===== src/rtl/e100_io_pkg.sv =====
// Shared definitions for the E100 I/O responder: FSM states and default sizes.
package e100_io_pkg;

  localparam int unsigned PORT_W_DEFAULT         = 8;
  localparam int unsigned TIMEOUT_CYCLES_DEFAULT = 1024;

  typedef enum logic [1:0] {
    IDLE    = 2'd0,
    REQ     = 2'd1,
    RELEASE = 2'd2,
    DONE    = 2'd3
  } io_state_e;

endpackage


===== src/rtl/e100_io_port.sv =====
// E100 bus-side I/O responder: latches port/write data from the bus and runs a
// four-phase req/ack handshake with an external device.
// Optional watchdog: define IO_TIMEOUT_EN to bound the REQ/RELEASE wait.
module e100_io_port
  import e100_io_pkg::*;
#(
  parameter int unsigned PORT_W         = PORT_W_DEFAULT,
  parameter int unsigned TIMEOUT_CYCLES = TIMEOUT_CYCLES_DEFAULT
) (
  input  logic              clock,
  input  logic              reset,
  input  logic              clock_valid,
  input  logic [31:0]       bus,
  input  logic              port_write,
  input  logic              out_write,
  input  logic              in_start,
  output logic [31:0]       io_out,
  output logic              io_busy,
  output logic              io_done,
  output logic              io_error,
  output logic [PORT_W-1:0] dev_port,
  output logic [31:0]       dev_wdata,
  output logic              dev_write,
  output logic              dev_req,
  input  logic              dev_ack,
  input  logic [31:0]       dev_rdata
);

  io_state_e         state_q, state_d;
  logic              start_c;
  logic              expire_c;
  logic              timeout_c;

  logic [31:0]       io_out_q, io_out_d;
  logic              io_busy_q, io_busy_d;
  logic              io_done_q, io_done_d;
  logic              io_error_q, io_error_d;
  logic [PORT_W-1:0] dev_port_q, dev_port_d;
  logic [31:0]       dev_wdata_q, dev_wdata_d;
  logic              dev_write_q, dev_write_d;
  logic              dev_req_q, dev_req_d;

`ifdef IO_TIMEOUT_EN
  localparam int unsigned CntW = $clog2(TIMEOUT_CYCLES + 1);

  logic [CntW-1:0] cnt_q, cnt_d;
  logic [CntW-1:0] cnt_inc;

  // Watchdog: counts valid cycles spent waiting in REQ/RELEASE, cleared on any state change.
  always_comb begin
    cnt_inc   = cnt_q + CntW'(1);
    cnt_d     = '0;
    timeout_c = 1'b0;
    if (state_q == REQ || state_q == RELEASE) begin
      timeout_c = (cnt_inc == CntW'(TIMEOUT_CYCLES));
      if (state_d == state_q) begin
        cnt_d = cnt_inc;
      end
    end
  end

  // Watchdog counter register.
  always_ff @(posedge clock) begin
    if (reset) begin
      cnt_q <= '0;
    end else if (clock_valid) begin
      cnt_q <= cnt_d;
    end
  end
`else
  assign timeout_c = 1'b0;
`endif

  // State register.
  always_ff @(posedge clock) begin
    if (reset) begin
      state_q <= IDLE;
    end else if (clock_valid) begin
      state_q <= state_d;
    end
  end

  // Next-state logic; an ack that arrives on the expiry cycle still counts.
  always_comb begin
    state_d  = state_q;
    start_c  = 1'b0;
    expire_c = 1'b0;
    unique case (state_q)
      IDLE: begin
        if (out_write || in_start) begin
          state_d = REQ;
          start_c = 1'b1;
        end
      end
      REQ: begin
        if (dev_ack) begin
          state_d = RELEASE;
        end else if (timeout_c) begin
          state_d  = DONE;
          expire_c = 1'b1;
        end
      end
      RELEASE: begin
        if (!dev_ack) begin
          state_d = DONE;
        end else if (timeout_c) begin
          state_d  = DONE;
          expire_c = 1'b1;
        end
      end
      DONE:    state_d = IDLE;
      default: state_d = IDLE;
    endcase
  end

  // Output next values; port loads before a same-cycle start so the start uses it.
  always_comb begin
    io_out_d    = io_out_q;
    io_error_d  = io_error_q;
    dev_port_d  = dev_port_q;
    dev_wdata_d = dev_wdata_q;
    dev_write_d = dev_write_q;

    if (state_q == IDLE && port_write) begin
      dev_port_d = bus[PORT_W-1:0];
    end
    if (start_c) begin
      dev_write_d = out_write;
      io_error_d  = 1'b0;
      if (out_write) begin
        dev_wdata_d = bus;
      end
    end
    if (state_q == REQ && dev_ack && !dev_write_q) begin
      io_out_d = dev_rdata;
    end
    if (expire_c) begin
      io_error_d = 1'b1;
    end

    dev_req_d = (state_d == REQ);
    io_busy_d = (state_d != IDLE);
    io_done_d = (state_d == DONE);
  end

  // Output registers.
  always_ff @(posedge clock) begin
    if (reset) begin
      io_out_q    <= '0;
      io_busy_q   <= 1'b0;
      io_done_q   <= 1'b0;
      io_error_q  <= 1'b0;
      dev_port_q  <= '0;
      dev_wdata_q <= '0;
      dev_write_q <= 1'b0;
      dev_req_q   <= 1'b0;
    end else if (clock_valid) begin
      io_out_q    <= io_out_d;
      io_busy_q   <= io_busy_d;
      io_done_q   <= io_done_d;
      io_error_q  <= io_error_d;
      dev_port_q  <= dev_port_d;
      dev_wdata_q <= dev_wdata_d;
      dev_write_q <= dev_write_d;
      dev_req_q   <= dev_req_d;
    end
  end

  assign io_out    = io_out_q;
  assign io_busy   = io_busy_q;
  assign io_done   = io_done_q;
  assign io_error  = io_error_q;
  assign dev_port  = dev_port_q;
  assign dev_wdata = dev_wdata_q;
  assign dev_write = dev_write_q;
  assign dev_req   = dev_req_q;

endmodule


===== config.mk =====
export PLATFORM = sky130hd
export DESIGN_NAME = e100_io_port
export DESIGN_NICKNAME = d
export VERILOG_FILES = /design/src/rtl/e100_io_pkg.sv /design/src/rtl/e100_io_port.sv
export SDC_FILE = /design/constraint.sdc
export NUM_CORES = 1
export LEC_CHECK = 0
export ABC_AREA = 1
export BUFFER_PORTS_ARGS = -buffer_cell sky130_fd_sc_hd__buf_4
export CAP_MARGIN = 20
export CORE_MARGIN = 5
export CORE_UTILIZATION = 39
export DETAILED_ROUTE_END_ITERATION = 16
export PLACE_DENSITY = 0.7
export SYNTH_ARGS = -nofsm -noshare
export SYNTH_HDL_FRONTEND = slang
export SYNTH_SLANG_ARGS = --single-unit

===== constraint.sdc =====
create_clock -name clock -period 2.4 [get_ports clock]
set_input_delay 0.48 -clock clock [delete_from_list [all_inputs] [get_ports clock]]
set_output_delay 0.48 -clock clock [all_outputs]
set_load 0.02 [all_outputs]

* After elaboration in Yosys (flattened, before gate mapping)
Index checks and enable logic that the tools add are counted.
** Word-level totals
- Bits in registers :: 78
- Output and inout bits :: 77
** Operators by class
- Equality and inequality tests :: 5
- Muxes and demuxes :: 6
- Reductions and logical operators :: 11
** Operator list (number)
- 2-bit case mux with 4 select lines :: 1
- 2-bit equality test (second input constant) :: 3
- 2-bit 2-to-1 mux :: 3
- 2-bit AND reduction :: 3
- 2-bit by 1-bit equality test with 1-bit output (second input constant) :: 2
- 1-bit logical AND :: 3
- 3-bit AND reduction :: 1
- 2-bit zero test :: 1
- 1-bit 2-to-1 mux :: 2
- 2-bit nonzero test :: 1
- 1-bit zero test :: 1
- 1-bit logical OR :: 1

* Depth between registers and ports, before layout
Gate-level depths: netlist of run 1.
- Depth in word-level cells :: 4
- Depth in mapped cells :: 7
- Mapped depth without buffers :: 7

* Worst setup path before layout of run 1
No wires, ideal clock.
- Path kind :: input to register
- Start :: input clock_valid
- End :: register io_out_q[12] (netlist: io_out[12])
- Path slack :: 1.086 ns
- Library setup time :: 0.113 ns
- Stages :: 7
- Arrival :: 1.201 ns
- Required time :: 2.287 ns
- Path buffers :: 2
- Path through :: buf_4 > nand2_1 > nor2_4 > inv_4 > buf_6 > nor2_2 > nor2_1
** On the way
- Longest elaborated chain between the ends :: 1
** RTL lines
- from (decl) :: line e100_io_port.sv:12 : input logic clock_valid,
- 2-bit AND reduction (no source line)
- to (signal assigned) :: line e100_io_port.sv:158 : io_out_q <= io_out_d;
- to (decl) :: line e100_io_port.sv:34 : logic [31:0] io_out_q, io_out_d;
No other way between the ends.
A chain may end at the register's enable or synchronous reset.

* Worst setup path after layout of run 1
- Start :: register state_q[1]
- End :: register dev_port_q[3] (netlist: dev_port[3])
** On the way
- Longest elaborated chain between the ends :: 3
** RTL lines
- from (decl) :: line e100_io_port.sv:29 : io_state_e state_q, state_d;
- from (signal assigned) :: line e100_io_port.sv:79 : state_q <= state_d;
- 2-bit zero test :: line e100_io_port.sv:124 : if (state_q == IDLE && port_write) begin
- 1-bit logical AND :: line e100_io_port.sv:124
- 2-bit AND reduction (no source line)
- to (signal assigned) :: line e100_io_port.sv:162 : dev_port_q <= dev_port_d;
- to (decl) :: line e100_io_port.sv:38 : logic [PORT_W-1:0] dev_port_q, dev_port_d;
No other way between the ends.

==> metrics.cfg, run 1 <==
[timing]
setup_tns_ns=0
finalHoldViolCount=0
slew-limit-headroom_pct=65.7
setup_viol=0
fin_skew_ns=0.00762
rsz0062_at_grt=no
worstMarginPinSlew_ns=0.513
fmax_ghz=0.686
slew_violations=0
post-route-min-period_ns=1.46
postLayoutSetupSlackWorst_ns=0.942
whs_ns=0.334
finalCritPeriodShare_pct=60.7

[detailed_routing]
wl_um=7440
vias=2753
via_per_inst=4.57
postRouteAntennaNets=0
dr.pass1.iters=4
initialDrtViolationCount=83
drc=0
wl_per_cell_um=12.3

[outcome]
status=completed

[worst_setup_path]
critPathTopFamily=simple AND/OR/NAND/NOR gates
startpoint_type=flip-flop
timing_worst_setup_path_type=reg2reg
cp-end-kind=flip-flop
cp_cell_sequence=nor2_2 -> nand3_1 -> o21ai_0 -> a21oi_1
path_buf_inv=0
critical_path_peak_fanout=16
worstPathArrival_ns=1.67
required_ns=2.61
crit_slowest_cell=nand3_1
critPathMaxStageDelay_ns=0.39

[floorplan]
row_count=31
die_y_um=96.4
num_io_pins=148
die_w_um=96.4
core_area_um2=7250
start_util_pct=40.2
die_area_um2=9300

[global_routing]
track_usage_pct=16.2
grt_max_degree=50
grt_antenna_before_repair=0
grt_pass1_vias=2644
grt_pass1_wl_um=11700
grt_overflow_total=0

[clocking]
cts_tree=built
htreeDepth=3
postCtsSetupRepairBufs=0
ctsHoldBuffers=0
clock_path_buffers=2
path_clk_slew_ns=0.08
cts_resized=0
cts_made_buffers=9
clkLatencyLatePin_ns=0.34
clockRootBuffer=clkbuf_8
clock_sink_count=78

[power]
p_switching_uw=776
p_per_area_nw_per_um2=748
combPwrFrac_pct=15.5
power_frac_clock_pct=40.2
p_seq_share_pct=44.3
p_leak_uw=0.00203
swShare_pct=24.2
p_int_uw=2420
peakVddDrop_mv=0.387

[flow_run]
maxCapViolCount=0

[synth]
netlist_instances=362
syn_area_per_cell_um2=8.05
synth_cell_types=20
yosysSeqAreaShare_pct=53.6
ys_seq_elements=78
synth_area_um2=2910
ys_warn_count=0
syn-num-nets=433

[placement]
dp_hpwl_um=5410
port-buffer-count=146
pre_cts_slack_ns=0.844
dp_cells=587
routabilityCongestion=0.773

[layout]
mostFrequentLayoutCells=buf_4, dfxtp_1, nor2_1
final_common_cell=buf_4
utilization_pct=59.0
fillers=649
register_area_um2=1560
n_antenna_cell=0
multi_input_area_um2=993
drive_gt1_share_pct=36.3
stdcell_count=603
area_growth_pct=46.8
nets=570

[hold_path]
hold_class=in2reg

-- power by group through the flow --
stage                     combinational [µW]  sequential (µW)  clock (µW)
after floorplan                          167             1540           0
after global placement                   495             1450           0
after detailed placement                 500             1450           0
after CTS                                502             1420        1330
after global routing                     547             1430        1390
final                                    495             1420        1290
-- state kept, by name, indices dropped and copies added (netlist names) --
name / flops
dev_req: 1
io_done: 1
dev_port: 8
state_q: 2
io_busy: 1
dev_write: 1
io_out: 32
dev_wdata: 32
-- cell usage after synthesis --
| cell type | number | area [µm²] |
|---|---|---|
| dfxtp_1 | 78 | 1560 |
| nor2_1 | 58 | 218 |
| inv_1 | 49 | 184 |
| a21oi_1 | 44 | 220 |
| o21ai_1 | 39 | 195 |
| o21ai_0 | 32 | 160 |
| nand2_1 | 17 | 63.8 |
| nor2_2 | 11 | 68.8 |
| buf_6 | 8 | 90.1 |
| clkbuf_1 | 6 | 22.5 |
| buf_4 | 5 | 37.5 |
| buf_2 | 4 | 20.0 |
| nand3_1 | 3 | 15.0 |
| o21ai_2 | 2 | 17.5 |
| buf_1 | 1 | 3.75 |
| conb_1 | 1 | 3.75 |
| inv_4 | 1 | 6.26 |
| nand3_2 | 1 | 10.0 |
| nor2_4 | 1 | 11.3 |
| nor3_1 | 1 | 5.00 |
-- logic make-up after synthesis --
| logic type | count (synthesis) | synth area share [%] |
|---|---|---|
| compound gates | 117 | 20.4 |
| flops | 78 | 53.6 |
| simple gates | 92 | 13.4 |
| buf+inv | 74 | 12.5 |
| other cells | 1 | 0.129 |
-- worst register-to-register path, stage by stage, from the launching register on --
cell     delay (ns)
dfxtp_1        0.36
nor2_2         0.17
nand3_1        0.39
o21ai_0        0.35
a21oi_1        0.07
-- path summary, 6_finish.rpt --
| check | from | to | slack, ns | cells past startpoint |
|---|---|---|---|---|
| max reg2reg | state_q[1] | dev_port[3] | 0.94 | 4 |
| max | state_q[1] | dev_port[3] | 0.94 | 4 |
| min | reset | io_done | 0.33 | 2 |
| min reg2reg | dev_wdata[4] | dev_wdata[4] | 0.44 | 2 |
-- per-layer routing --
metal,vias to the layer above,global-route usage (%),share of wire (%)
li1,1420,-,-
met1,1204,18.4,41
met2,121,25.1,43
met3,8,8.75,15
met4,0,7.36,1.3
met5,-,0,0
-- final cells by class --
class	instances	share of cell area, %
Sequential cell	78	36.5
Timing Repair Buffer	150	26.6
Multi-Input combinational cell	210	23.2
Inverter	50	4.45
Clock buffer	10	3.22
Clock inverter	6	3.10
Tap cell	99	2.90
-- through the flow --
stage	total power, µW	cell area, µm²
after CTS	3250	4280
after detailed placement	1950	4010
final	3200	4280
after global placement	1940	4010
after global routing	3370	4280
after floorplan	1710	2910
No activity file was read; power rests on OpenSTA's default activity.
==> run 2, diff against run 1 <==
--- a/config.mk
+++ b/config.mk
@@ -11,7 +11,7 @@
 export CORE_MARGIN = 5
 export CORE_UTILIZATION = 39
 export DETAILED_ROUTE_END_ITERATION = 16
-export PLACE_DENSITY = 0.7
+export PLACE_DENSITY = 0.73
 export SYNTH_ARGS = -nofsm -noshare
 export SYNTH_HDL_FRONTEND = slang
 export SYNTH_SLANG_ARGS = --single-unit
==> constraint.sdc (replaced) <==
create_clock -name clock -period 1.2 [get_ports clock]
set_input_delay 0.24 -clock clock [delete_from_list [all_inputs] [get_ports clock]]
set_output_delay 0.24 -clock clock [all_outputs]
set_load 0.02 [all_outputs]
==> run 2 against run 1 <==
Net effect: sequential cell count is the same; clock power grew 46%; non-clock buffer count grew 11; clock skew grew 0.0034 ns; highest routed layer unchanged; power grew 81%; via count grew 3.2%; utilization grew 1.5 points; critical path depth grew 3; setup slack lost 0.91 ns; hold slack lost 0.24 ns; design area grew 2.5%; first-iteration DRC count shrank 9.6%.
==> metrics.cfg, run 2 (synthesized netlist as in run 1, its figures left out) <==
[power]
p_per_area_nw_per_um2=1320  ; +77%
peakVddDrop_mv=0.738  ; +91%
swShare_pct=27.3  ; +3.1 points
p_switching_uw=1580  ; +100%
power_frac_clock_pct=32.5  ; -7.7 points
p_int_uw=4210  ; +74%
p_seq_share_pct=49.0  ; +4.7 points
p_leak_uw=0.00207  ; +2.0%
combPwrFrac_pct=18.5  ; +3.0 points

[floorplan]
die_w_um=96.4  ; unchanged
die_y_um=96.4  ; unchanged
start_util_pct=40.2  ; unchanged
die_area_um2=9300  ; unchanged
row_count=31  ; unchanged
core_area_um2=7250  ; unchanged
num_io_pins=148  ; unchanged

[global_routing]
grt_overflow_total=0  ; unchanged
grt_pass1_wl_um=12000  ; +2.7%
grt_pass1_vias=2761  ; +4.4%
grt_max_degree=47  ; -6.0%
grt_antenna_before_repair=0  ; unchanged
track_usage_pct=16.6  ; +0.32 points

[clocking]
clock_path_buffers=2  ; unchanged
htreeDepth=3  ; unchanged
clkLatencyLatePin_ns=0.34  ; about the same
cts_made_buffers=9  ; unchanged
ctsHoldBuffers=0  ; unchanged
clockRootBuffer=clkbuf_8
cts_tree=built
clock_sink_count=78  ; unchanged
path_clk_slew_ns=0.08  ; about the same

[layout]
n_antenna_cell=0  ; unchanged
area_growth_pct=50.5
drive_gt1_share_pct=38.6  ; +2.3 points
fillers=644  ; -0.77%
stdcell_count=614  ; +1.8%
fin_area_um2=4390  ; +2.5%
utilization_pct=60.5  ; +1.5 points
mostFrequentLayoutCells=buf_4, dfxtp_1, nor2_1
final_common_cell=buf_4
nets=581  ; +1.9%

[detailed_routing]
dr.pass1.iters=4  ; unchanged
initialDrtViolationCount=75  ; -9.6%
vias=2842  ; +3.2%
postRouteAntennaNets=0  ; unchanged
drc=0  ; unchanged
wl_um=7900  ; +6.1%
via_per_inst=4.63  ; +1.4%
wl_per_cell_um=12.9  ; +4.2%

[hold_path]
hold-path-cell-count=2  ; unchanged
min_from=reset
hold_class=in2reg
min_to=dev_write

[timing]
slew_violations=0  ; unchanged
fin_skew_ns=0.0110  ; +0.00341 ns
fmax_ghz=0.857  ; +25%
postLayoutSetupSlackWorst_ns=0.0336  ; -0.909 ns
finalHoldViolCount=0  ; unchanged
setup_viol=0  ; unchanged
setup_tns_ns=0  ; unchanged
finalCritPeriodShare_pct=97.2  ; +36 points
rsz0062_at_grt=yes
post-route-min-period_ns=1.17  ; -0.291 ns

[worst_setup_path]
cp-end-kind=flip-flop
r2r-end=io_out[24]
reg2reg_depth=7  ; +3
worstPathArrival_ns=1.40  ; -0.27 ns
startpoint_type=flip-flop
required_ns=1.43  ; -1.18 ns
r2r_slack_ns=0.03  ; -0.91 ns
r2r_start=state_q[1]
critical_path_peak_fanout=32  ; +16
timing_worst_setup_path_type=reg2reg

[placement]
dp_cells=594  ; +1.2%
port-buffer-count=146  ; unchanged
pre_cts_slack_ns=-0.0252  ; -0.869 ns
dp_hpwl_um=5680  ; +5.0%
place_area_um2=4100  ; +2.2%
routabilityCongestion=0.812  ; +5.0%

[flow_run]
maxCapViolCount=0  ; unchanged

[outcome]
status=completed

==> run 2: cell types whose count changed in the layout (fill, tap and decap cells not counted), sizes merged <==
cell,delta
buf,+10
bufinv,-3
clkbuf,+1
clkinvlp,+2
inv,+1
==> run 2: critical path, cell delays in order, from the launching register on <==
cell     delay, ns
dfxtp_4       0.37
inv_4         0.07
nand3_4       0.07
nor2_4        0.17
buf_12        0.13
inv_8         0.07
nor2_1        0.12
nor2_1        0.05
==> run 2: worst max-delay path by stage <==
stage,from,end,slack (ns)
after floorplan,dev_write,io_out[12],0.06
after global placement,state_q[1],io_out[26],0.05
after detailed placement,state_q[1],io_out[24],-0.03
after CTS,state_q[1],io_out[3],-0.005
after global routing,state_q[1],io_out[0],-0.04
final,state_q[1],io_out[24],0.03
==> run 2: power groups by stage <==
stage          combinational [µW]  sequential (µW)  clock (µW)
3_5_place_dp                 1040             2900           0
3_3_place_gp                 1030             2890           0
6_report                     1070             2840        1880
2_1_floorplan                 333             3080           0
4_1_cts                      1060             2840        1950
5_1_grt                      1170             2860        2070
==> run 2: per-stage QoR <==
stage | hold slack, ns | power (µW)
2_1_floorplan | 0.309 | 3420
3_3_place_gp | 0.431 | 3920
3_5_place_dp | 0.436 | 3940
4_1_cts | 0.0808 | 5850
5_1_grt | 0.0744 | 6100
6_report | 0.0962 | 5800
==> run 2: final cells by class <==
type / instances / area (µm²) / share of cell area (%)
multi-input combinational: 210 / 1020 / 23.2
inverter: 50 / 198 / 4.51
clock buffer: 10 / 128 / 2.91
timing repair buffer: 161 / 1290 / 29.4
tap: 99 / 124 / 2.82
clock inverter: 6 / 62.6 / 1.43
sequential: 78 / 1570 / 35.8
==> run 2: routing by layer <==
layer	GRT usage (%)	share of wire, %	up-vias
li1	-	-	1442
met3	8.29	12	8
met5	0	0	-
met2	27.9	46	116
met1	18.1	41	1276
met4	5.49	0.84	0
==> run 2: repair_timing <==
action | 4_1_cts | 5_1_grt
endpoints found under the hold margin | 0 | 0
setup endpoints to repair | 13 | 58
pin swaps | 1 | 3
buffers inserted | 3 | 1
gates cloned | 1 | 1
gates resized for setup | 7 | 20
==> run 3, diff against run 2 <==
--- a/config.mk
+++ b/config.mk
@@ -8,10 +8,12 @@
 export ABC_AREA = 1
 export BUFFER_PORTS_ARGS = -buffer_cell sky130_fd_sc_hd__buf_4
 export CAP_MARGIN = 20
+export CELL_PAD_IN_SITES_DETAIL_PLACEMENT = 0
+export CELL_PAD_IN_SITES_GLOBAL_PLACEMENT = 1
 export CORE_MARGIN = 5
-export CORE_UTILIZATION = 39
+export CORE_UTILIZATION = 28
 export DETAILED_ROUTE_END_ITERATION = 16
-export PLACE_DENSITY = 0.73
+export PLACE_DENSITY_LB_ADDON = 0.1
 export SYNTH_ARGS = -nofsm -noshare
 export SYNTH_HDL_FRONTEND = slang
 export SYNTH_SLANG_ARGS = --single-unit
==> run 3 against run 2 <==
Net effect: the run now ends with negative setup slack left; critical path type unchanged; power is 10% higher; sequential cell count stayed put; combinational power is 13% higher; design area is 8.4% higher; hold slack worse by 0.0049 ns; clock power is 24% higher; first-iteration DRC count is 11% higher; sequential share of layout area is 2.8 points lower; clock skew hardly changed.
==> metrics.cfg, run 3 (synthesized netlist as in run 1, its figures left out) <==
[power]
peakVddDrop_mv=0.668  ; -9.5%
power_frac_clock_pct=36.6  ; +4.1 points
swShare_pct=26.4  ; -0.95 points
p_leak_uw=0.00219  ; +5.7%
p_total_uw=6380  ; +10%
p_int_uw=4700  ; +11%
p_seq_share_pct=44.5  ; -4.5 points
p_per_area_nw_per_um2=1340  ; +1.5%
combPwrFrac_pct=18.9  ; +0.4 points
p_switching_uw=1680  ; +6.2%

[layout]
register_area_um2=1570  ; unchanged
mostFrequentLayoutCells=buf_4, dfxtp_1, nor2_1
drive_gt1_share_pct=47.0  ; +8.4 points
final_common_cell=buf_4
stdcell_count=657  ; +7.0%
nets=588  ; +1.2%
area_growth_pct=63.1
multi_input_area_um2=1180  ; +16%
fillers=1018  ; +58%
n_antenna_cell=0  ; unchanged

[worst_setup_path]
startpoint_type=flip-flop
r2r_start=state_q[1]
worstPathArrival_ns=1.44  ; +0.04 ns
reg2reg_depth=5  ; -2
critPathMaxStageDelay_ns=0.37  ; about the same
required_ns=1.44  ; about the same
cp_cell_sequence=nor2_4 -> nand3_4 -> buf_4 -> o21ai_0 -> a21oi_1
r2r_slack_ns=-0.001  ; -0.03 ns
critical_path_peak_fanout=8  ; -75%
cp-end-kind=flip-flop
timing_worst_setup_path_type=reg2reg
r2r-end=dev_wdata[25]
crit_slowest_cell=dfxtp_4

[timing]
fmax_ghz=0.832  ; -2.9%
finalCritPeriodShare_pct=100  ; +2.9 points
fin_skew_ns=0.0109  ; -0.000142 ns
post-route-min-period_ns=1.20  ; +0.0349 ns
slew_violations=0  ; unchanged
setup_tns_ns=-0.00158  ; -0.00158 ns
postLayoutSetupSlackWorst_ns=-0.00135  ; -0.0349 ns
setup_viol=2  ; +2
finalHoldViolCount=0  ; unchanged
rsz0062_at_grt=yes
whs_ns=0.0913  ; -0.00492 ns

[global_routing]
grt_busiest_layer=met2
use_met3_pct=5.66  ; -2.6 points
grt_antenna_before_repair=0  ; unchanged
use_met2_pct=19.0  ; -8.9 points
grt_pass1_wl_um=13200  ; +10%
grt_overflow_total=0  ; unchanged
grt_pass1_vias=2584  ; -6.4%
grt_max_degree=49  ; +4.3%
track_usage_pct=13.0  ; -3.6 points
use_met1_pct=17.1  ; -0.97 points

[detailed_routing]
initialDrtViolationCount=83  ; +11%
vias=2815  ; -0.95%
via_per_inst=4.28  ; -7.4%
wl_um=8660  ; +9.7%
postRouteAntennaNets=0  ; unchanged
wl_per_cell_um=13.2  ; +2.5%
dr.pass1.iters=4  ; unchanged
drc=0  ; unchanged

[floorplan]
die_area_um2=12500  ; +35%
row_count=37  ; +19%
die_y_um=112  ; +16%
core_area_um2=10200  ; +41%
start_util_pct=28.5  ; -12 points
die_w_um=112  ; +16%
num_io_pins=148  ; unchanged

[clocking]
path_clk_slew_ns=0.08  ; about the same
clock_sink_count=78  ; unchanged
htreeDepth=3  ; unchanged
cts_made_buffers=9  ; unchanged
cts_tree=built
clock_path_buffers=2  ; unchanged
clockRootBuffer=clkbuf_8
clkLatencyLatePin_ns=0.34  ; about the same
ctsHoldBuffers=0  ; unchanged

[outcome]
status=finished with violations
violations=negative setup slack

[hold_path]
hold_class=in2reg
min_from=reset
min_to=state_q[1]
hold-path-cell-count=2  ; unchanged

[placement]
dp_hpwl_um=5890  ; +3.7%
pre_cts_slack_ns=-0.0572  ; -0.0320 ns
dp_cells=635  ; +6.9%
port-buffer-count=146  ; unchanged
routabilityCongestion=0.781  ; -3.8%

[flow_run]
maxCapViolCount=0  ; unchanged

-- run 3: cell count changes in the layout (fill, tap and decap cells not counted), moves of 2 or more --
cell | previous run | this run
a21oi_1 | 44 | 42
a21oi_2 | 0 | 2
buf_12 | 4 | 6
bufinv_16 | 1 | 3
clkbuf_16 | 1 | 3
clkinvlp_4 | 3 | 1
o21ai_0 | 22 | 5
o21ai_1 | 49 | 30
o21ai_2 | 2 | 37
-- run 3: worst max-delay path: cells and delay by family (launching register included) --
family	cells	cell delay [ns]
simple gates	2	0.33
flops	1	0.37
buf+inv	1	0.21
compound gates	2	0.18
-- run 3: worst max path at each step --
stage               start             to  slack [ns]  cells after the start
6_report       state_q[1]  dev_wdata[25]      -0.001                      5
5_1_grt        state_q[0]     io_out[26]       -0.11                      7
4_1_cts        state_q[0]      io_out[4]       -0.01                      7
3_5_place_dp   state_q[1]  dev_wdata[31]       -0.06                      5
3_3_place_gp   state_q[1]    dev_port[7]       -0.02                      6
2_1_floorplan   dev_write     io_out[12]        0.06                      7
-- run 3: per-stage QoR --
step	utilization, %	area, µm²
5_1_grt	46.4	4750
3_3_place_gp	40.8	4170
2_1_floorplan	-	2910
6_report	46.4	4750
4_1_cts	43.7	4470
3_5_place_dp	40.8	4170
-- run 3: power groups by stage --
stage	combinational, µW	clock, µW	sequential [µW]
finish	1210	2330	2840
global route	1310	2540	2860
CTS	1090	2430	2840
detailed placement	1070	0	2890
global placement	1070	0	2890
floorplan	333	0	3080
-- run 3: timing repair --
action / in CTS / in global routing
gates cloned: 1 / 4
resized for setup: 12 / 77
buffers inserted: 2 / 0
setup endpoints to repair: 67 / 53
endpoints found under the hold margin: 0 / 0
pin swaps: 0 / 7
-- run 3: area by class of cell --
type	count	area share, %
timing repair buffer	167	29.4
timing repair inverter	1	0.132
multi-input combinational	210	24.8
tap	136	3.58
inverter	50	4.11
clock buffer	9	2.61
clock inverter	6	2.34
sequential	78	33.0
-- run 3: layer usage --
layer	vias up	part of all wire [%]	wire, µm
li1	1460	-	-
met1	1253	44	3810
met2	94	46	4020
met3	8	8.7	752
met4	0	0.98	85
met5	-	0	0
